===== src/rtl/regbank_mp.sv =====
// rtl/regbank_mp.sv - multi-mode register bank with bypass, busy scoreboard and debug tap
module regbank_mp #(
  parameter int DATA_W   = 32,
  parameter int ADDR_W   = 5,
  parameter int LINK_REG = 31,
  parameter int ZERO_R0  = 1,
  parameter int BYPASS   = 1
) (
  input  logic              clk,
  input  logic              rst,
  input  logic [ADDR_W-1:0] readAddA,
  output logic [DATA_W-1:0] readDataA,
  output logic              busyA,
  input  logic [ADDR_W-1:0] readAddB,
  output logic [DATA_W-1:0] readDataB,
  output logic              busyB,
  input  logic [1:0]        RegWrite,
  input  logic [ADDR_W-1:0] writeAdd,
  input  logic [DATA_W-1:0] writeData,
  input  logic [DATA_W-1:0] highData,
  input  logic [DATA_W-1:0] raDataIn,
  output logic [DATA_W-1:0] raDataOut,
  input  logic              reserveEn,
  input  logic [ADDR_W-1:0] reserveAdd,
  input  logic [ADDR_W-1:0] dbgAdd,
  output logic [DATA_W-1:0] rOut,
  output logic              wrConflict
);

  localparam int DEPTH = 2 ** ADDR_W;
  localparam logic [ADDR_W-1:0] LINK_A = ADDR_W'(LINK_REG);
  localparam logic [ADDR_W-1:0] R0_A   = '0;

  logic [DATA_W-1:0] regs [DEPTH];
  logic [DEPTH-1:0]  busy;
  logic [DEPTH-1:0]  busy_nxt;

  // Two write targets per edge; target 1 is applied last so it wins on a collision.
  logic [ADDR_W-1:0] wa0, wa1;
  logic [DATA_W-1:0] wd0, wd1;
  logic              we0, we1;

  logic [ADDR_W-1:0] rd_add  [2];
  logic [DATA_W-1:0] rd_data [2];
  logic              rd_busy [2];

  assign rd_add[0] = readAddA;
  assign rd_add[1] = readAddB;
  assign readDataA = rd_data[0];
  assign readDataB = rd_data[1];
  assign busyA     = rd_busy[0];
  assign busyB     = rd_busy[1];
  assign raDataOut = regs[LINK_A];

  // Decode the write mode into up to two targets, dropping any that land on a hardwired R0.
  always_comb begin
    wa0 = writeAdd;
    wd0 = writeData;
    we0 = 1'b0;
    wa1 = LINK_A;
    wd1 = raDataIn;
    we1 = 1'b0;
    case (RegWrite)
      2'd1: we0 = 1'b1;
      2'd2: begin
        wa0 = {writeAdd[ADDR_W-1:1], 1'b0};
        wa1 = {writeAdd[ADDR_W-1:1], 1'b1};
        wd1 = highData;
        we0 = 1'b1;
        we1 = 1'b1;
      end
      2'd3: begin
        we0 = 1'b1;
        we1 = 1'b1;
      end
      default: ;
    endcase
    if (ZERO_R0 != 0) begin
      if (wa0 == R0_A) we0 = 1'b0;
      if (wa1 == R0_A) we1 = 1'b0;
    end
  end

  // Read ports: array value, optionally overridden by the in-flight write, R0 forced to zero.
  always_comb begin
    for (int p = 0; p < 2; p++) begin
      rd_data[p] = regs[rd_add[p]];
      rd_busy[p] = busy[rd_add[p]];
      if (BYPASS != 0) begin
        if (we0 && wa0 == rd_add[p]) rd_data[p] = wd0;
        if (we1 && wa1 == rd_add[p]) rd_data[p] = wd1;
        if (((we0 && wa0 == rd_add[p]) || (we1 && wa1 == rd_add[p])) &&
            !(reserveEn && reserveAdd == rd_add[p]))
          rd_busy[p] = 1'b0;
      end
      if (ZERO_R0 != 0 && rd_add[p] == R0_A) begin
        rd_data[p] = '0;
        rd_busy[p] = 1'b0;
      end
    end
  end

  // Scoreboard update: writes clear, a same-cycle reservation overrides the clear.
  always_comb begin
    busy_nxt = busy;
    if (we0) busy_nxt[wa0] = 1'b0;
    if (we1) busy_nxt[wa1] = 1'b0;
    if (reserveEn && !(ZERO_R0 != 0 && reserveAdd == R0_A))
      busy_nxt[reserveAdd] = 1'b1;
  end

  // Register array update; the link/high target is written last to take precedence.
  always_ff @(posedge clk or negedge rst) begin
    if (!rst) begin
      for (int i = 0; i < DEPTH; i++) regs[i] <= '0;
    end else begin
      if (we0) regs[wa0] <= wd0;
      if (we1) regs[wa1] <= wd1;
    end
  end

  // Busy bits, debug tap (pre-write array value) and collision pulse.
  always_ff @(posedge clk or negedge rst) begin
    if (!rst) begin
      busy       <= '0;
      rOut       <= '0;
      wrConflict <= 1'b0;
    end else begin
      busy       <= busy_nxt;
      rOut       <= regs[dbgAdd];
      wrConflict <= (RegWrite == 2'd3) && (writeAdd == LINK_A);
    end
  end

endmodule


===== config.mk =====
export PLATFORM = sky130hd
export DESIGN_NAME = regbank_mp
export DESIGN_NICKNAME = d
export VERILOG_FILES = /design/src/rtl/regbank_mp.sv
export SDC_FILE = /design/constraint.sdc
export NUM_CORES = 2
export LEC_CHECK = 0
export ABC_CLOCK_PERIOD_IN_PS = 6000
export BUFFER_PORTS_ARGS = -buffer_cell sky130_fd_sc_hd__buf_2
export CAP_MARGIN = 15
export CORE_MARGIN = 5
export CORE_UTILIZATION = 35
export DETAILED_ROUTE_END_ITERATION = 10
export SLEW_MARGIN = 30
export SYNTH_ARGS = -nofsm -noshare
export SYNTH_HDL_FRONTEND = slang
export SYNTH_SLANG_ARGS = --single-unit

===== constraint.sdc =====
create_clock -name clk -period 6 [get_ports clk]
set_clock_uncertainty 0.2 [all_clocks]
set_input_delay 0.3 -clock clk [delete_from_list [all_inputs] [get_ports clk]]
set_output_delay 0.3 -clock clk [all_outputs]
set_load 0.02 [all_outputs]

==> flow_summary_export.csv <==
group,metric,value,unit
outcome,status,"finished clean",
setup_path,cp_data_required_time,5.50,ns
yosys,syn_area_per_cell,12.7,µm²
cts,h-tree-depth,3,
job,max_cap_viol_count,0,
timing,min_period,4.78,ns
layout,layout-drive-gt1-share,38.1,%
timing,hold_viol,0,
yosys,seq_area_frac_synth,38.2,%
placement,place_inst,7951,
floorplan,io_pins,257,
layout,register_area,0.0273,mm²
setup_path,end_kind,"output port",
global_routing,grt_use_total,25.6,%
yosys,yosysWarnings,0,
yosys,synth-seq-cells,1089,
yosys,synth_cells,5594,
floorplan,coreArea,0.203,mm²
timing,tightest_slew,1.08,ns
cts,numCtsBuffers,117,
layout,synthToLayoutAreaGrowth,12.2,%
layout,multi_input_area,0.0414,mm²
cts,numClockSinks,1089,
layout,num-fill-cells,18800,
detailed_routing,post_drt_via_cell_ratio,6.44,
setup_path,reg2reg_depth,3,
floorplan,dieArea,0.213,mm²
hold_path,hold_path.class,"input port to register",
placement,portBuffers,256,
timing,whs,0.0559,ns
power,ir_drop,0.000245,V
detailed_routing,firstDrtPassIters,6,
setup_path,cp_max_fo,36,
timing,period_share,79.7,%
global_routing,grt_pass1_wl,397000,µm
setup_path,ff2ff_setup_slack,3.79,ns
yosys,syn_nets,5720,
timing,slew_headroom,28.0,%
hold_path,min_to,"regs[210]",
detailed_routing,post_drt_wl_per_cell,33.5,µm
yosys,synth_edf_count,0,
placement,routabilityCongestion,0.873,
hold_path,worstHoldPathCells,5,
floorplan,die_y,461,µm
yosys,syn-cell-area,0.0713,mm²
cts,cts_root_buf,"clkbuf_16",
cts,post_cts_resized,0,
cts,clk_latency,0.78,ns
layout,final_net_count,5600,
placement,hpwl,164000,µm
timing,fin_tns_setup,0,ns
global_routing,grt_pass1_vias,53000,
detailed_routing,ant_nets,0,
power,p_per_area,337,mW/mm²
setup_path,crit_arrival,4.28,ns
global_routing,antenna_found_initial,6,
hold_path,hp-start,"raDataIn[18]",
setup_path,worstReg2RegEnd,"rOut[7]",
timing,rsz0062_at_grt,"false",
global_routing,overflow,0,
yosys,synth_ff_type,"dfrtp_1",
timing,drv_slew,0,
setup_path,worstSetupPathType,"input port to output port",
timing,final-setup-viol-count,0,
setup_path,crit_path_start_kind,"input port",
cts,clockBufferDepth,3,
floorplan,rows,165,
setup_path,r2r-start,"raDataOut[7]",
yosys,synth_async_sr_flop_share,100,%
layout,layoutNonFillerInstCount,8243,
cts,path_clk_slew,0.06,ns
yosys,synth_cell_types,56,
cts,post_cts_buffers,0,
cts,tritoncts,"yes",
floorplan,die_w,461,µm
timing,fmax,209,MHz
detailed_routing,drtIter0Drc,6321,
detailed_routing,vias,53100,
power,cellLeakagePower,32.7,nW
detailed_routing,drcViolationCount,0,
global_routing,grt_max_degree,171,
detailed_routing,drt_wl_total,276000,µm
floorplan,initial_core_util,35.2,%
repair_timing:
action | CTS | global route
setup endpoints to repair | 0 | 0
hold buffers | 71 | 0
endpoints found under the hold margin | 955 | 0
critical path, stage by stage:
cell and delay [ns]:
dlygate4sd3_1 0.56, buf_2 0.24, nor2b_4 0.19, buf_4 0.73, nand2_1 0.12, nand2_1 0.08
dlygate4sd3_1 0.55, buf_4 0.29, nor2_1 0.10, nor3_1 0.75, buf_2 0.31
layout make-up:
| class | count | share of cell area [%] |
|---|---|---|
| diodes | 3 | 0.00938 |
| well taps | 2672 | 4.18 |
| multi-input cells | 3784 | 51.8 |
| clock inverters | 44 | 0.885 |
| repair buffers | 476 | 4.82 |
| clock buffers | 169 | 4.24 |
| flip-flops and latches | 1089 | 34.1 |
| inverters | 6 | 0.0281 |
kinds of logic (layout without fill, tap and decap cells):
| group | after synthesis | after routing | share of synthesized area (%) |
|---|---|---|---|
| compound gates | 802 | 802 | 6.48 |
| xor+xnor | 18 | 18 | 0.221 |
| buf+inv | 721 | 695 | 4.40 |
| flops | 1089 | 1089 | 38.2 |
| mux | 2043 | 2043 | 45.5 |
| other cells | 0 | 3 | 0 |
| simple gates | 921 | 921 | 5.21 |
metal layers:
metal | wire length, µm | GRT usage [%] | vias up
li1 | - | - | 21200
met1 | 103000 | 32.8 | 27700
met2 | 127000 | 39.7 | 3473
met3 | 30200 | 7.52 | 775
met4 | 16100 | 12.5 | 4
met5 | 24 | 0 | -
how the worst max path moves through the flow:
stage,start,to,slack (ns)
global route,RegWrite[1],busyA,1.20
finish,RegWrite[1],readDataB[7],1.22
detailed placement,readAddA[2],readDataA[21],1.73
global placement,readAddA[2],readDataA[21],1.72
CTS,RegWrite[1],readDataB[7],1.25
floorplan,readAddB[1],readDataB[20],3.03
Yosys cell counts, types with 3 or more instances:
master	instances	area (µm²)
buf_4	47	353
xor2_1	14	123
xnor2_1	4	35.0
clkbuf_1	397	1490
nand3_1	8	40.0
buf_1	98	368
and3_1	4	25.0
nand3b_1	4	30.0
dfrtp_1	1089	27300
o221ai_1	31	272
buf_2	167	836
a211oi_1	65	488
a22o_1	10	87.6
o22ai_1	8	50.1
mux2_2	562	6330
a32o_1	5	50.1
mux2i_1	580	5810
or4_1	3	22.5
and2_1	9	56.3
nor4_1	7	43.8
o21ai_0	306	1530
nor3_1	42	210
o31ai_1	4	30.0
or3_1	3	18.8
nor3b_1	6	45.0
nor2b_1	10	62.6
nand2_1	450	1690
o211ai_1	4	30.0
buf_6	6	67.6
or2_2	3	18.8
a22oi_1	59	443
inv_1	6	22.5
mux4_2	901	20300
nor2_1	356	1340
nand2b_1	8	50.1
a21oi_1	288	1440
stage by stage:
| stage | area (µm²) | util (%) | power, mW | setup slack, ns |
|---|---|---|---|---|
| finish | 80000 | 39.5 | 26.9 | 1.22 |
| global route | 80000 | 39.5 | 28.0 | 1.20 |
| CTS | 79900 | 39.4 | 26.9 | 1.25 |
| detailed placement | 75100 | 37.1 | 18.9 | 1.73 |
| global placement | 74600 | 36.8 | 18.6 | 1.72 |
| floorplan | 71300 | - | 16.4 | 3.03 |
report_power, final:
| group | total, mW | leakage (nW) | internal [mW] | switching, mW |
|---|---|---|---|---|
| clock | 7.92 | 2.01 | 4.61 | 3.31 |
| sequential | 11.1 | 13.5 | 9.20 | 1.92 |
| combinational | 7.90 | 17.3 | 4.51 | 3.39 |
cells in the final DEF, fill, tap and decap left out, types with 6 or more instances in the layout:
master and count:
inv_1 6, nor2b_1 7, nand3_1 7, clkbuf_1 26, nand2_8 14, dfrtp_1 1089
nand2_1 427, buf_16 11, mux2_2 562, nor2_4 17, o21ai_0 306, xor2_1 14
a21oi_1 288, a22oi_1 59, nand2b_1 7, buf_6 6, clkbuf_8 25, buf_8 9
o221ai_1 31, clkbuf_16 118, buf_4 107, nor2_1 339, nor3b_1 6, buf_12 32
nor3_1 42, nand2_4 9, o22ai_1 8, a211oi_1 65, a22o_1 10, mux4_2 901
clkinv_2 16, dlygate4sd3_1 71, buf_2 240, mux2i_1 580, bufinv_16 16
Power figures use the tool's default switching activity.
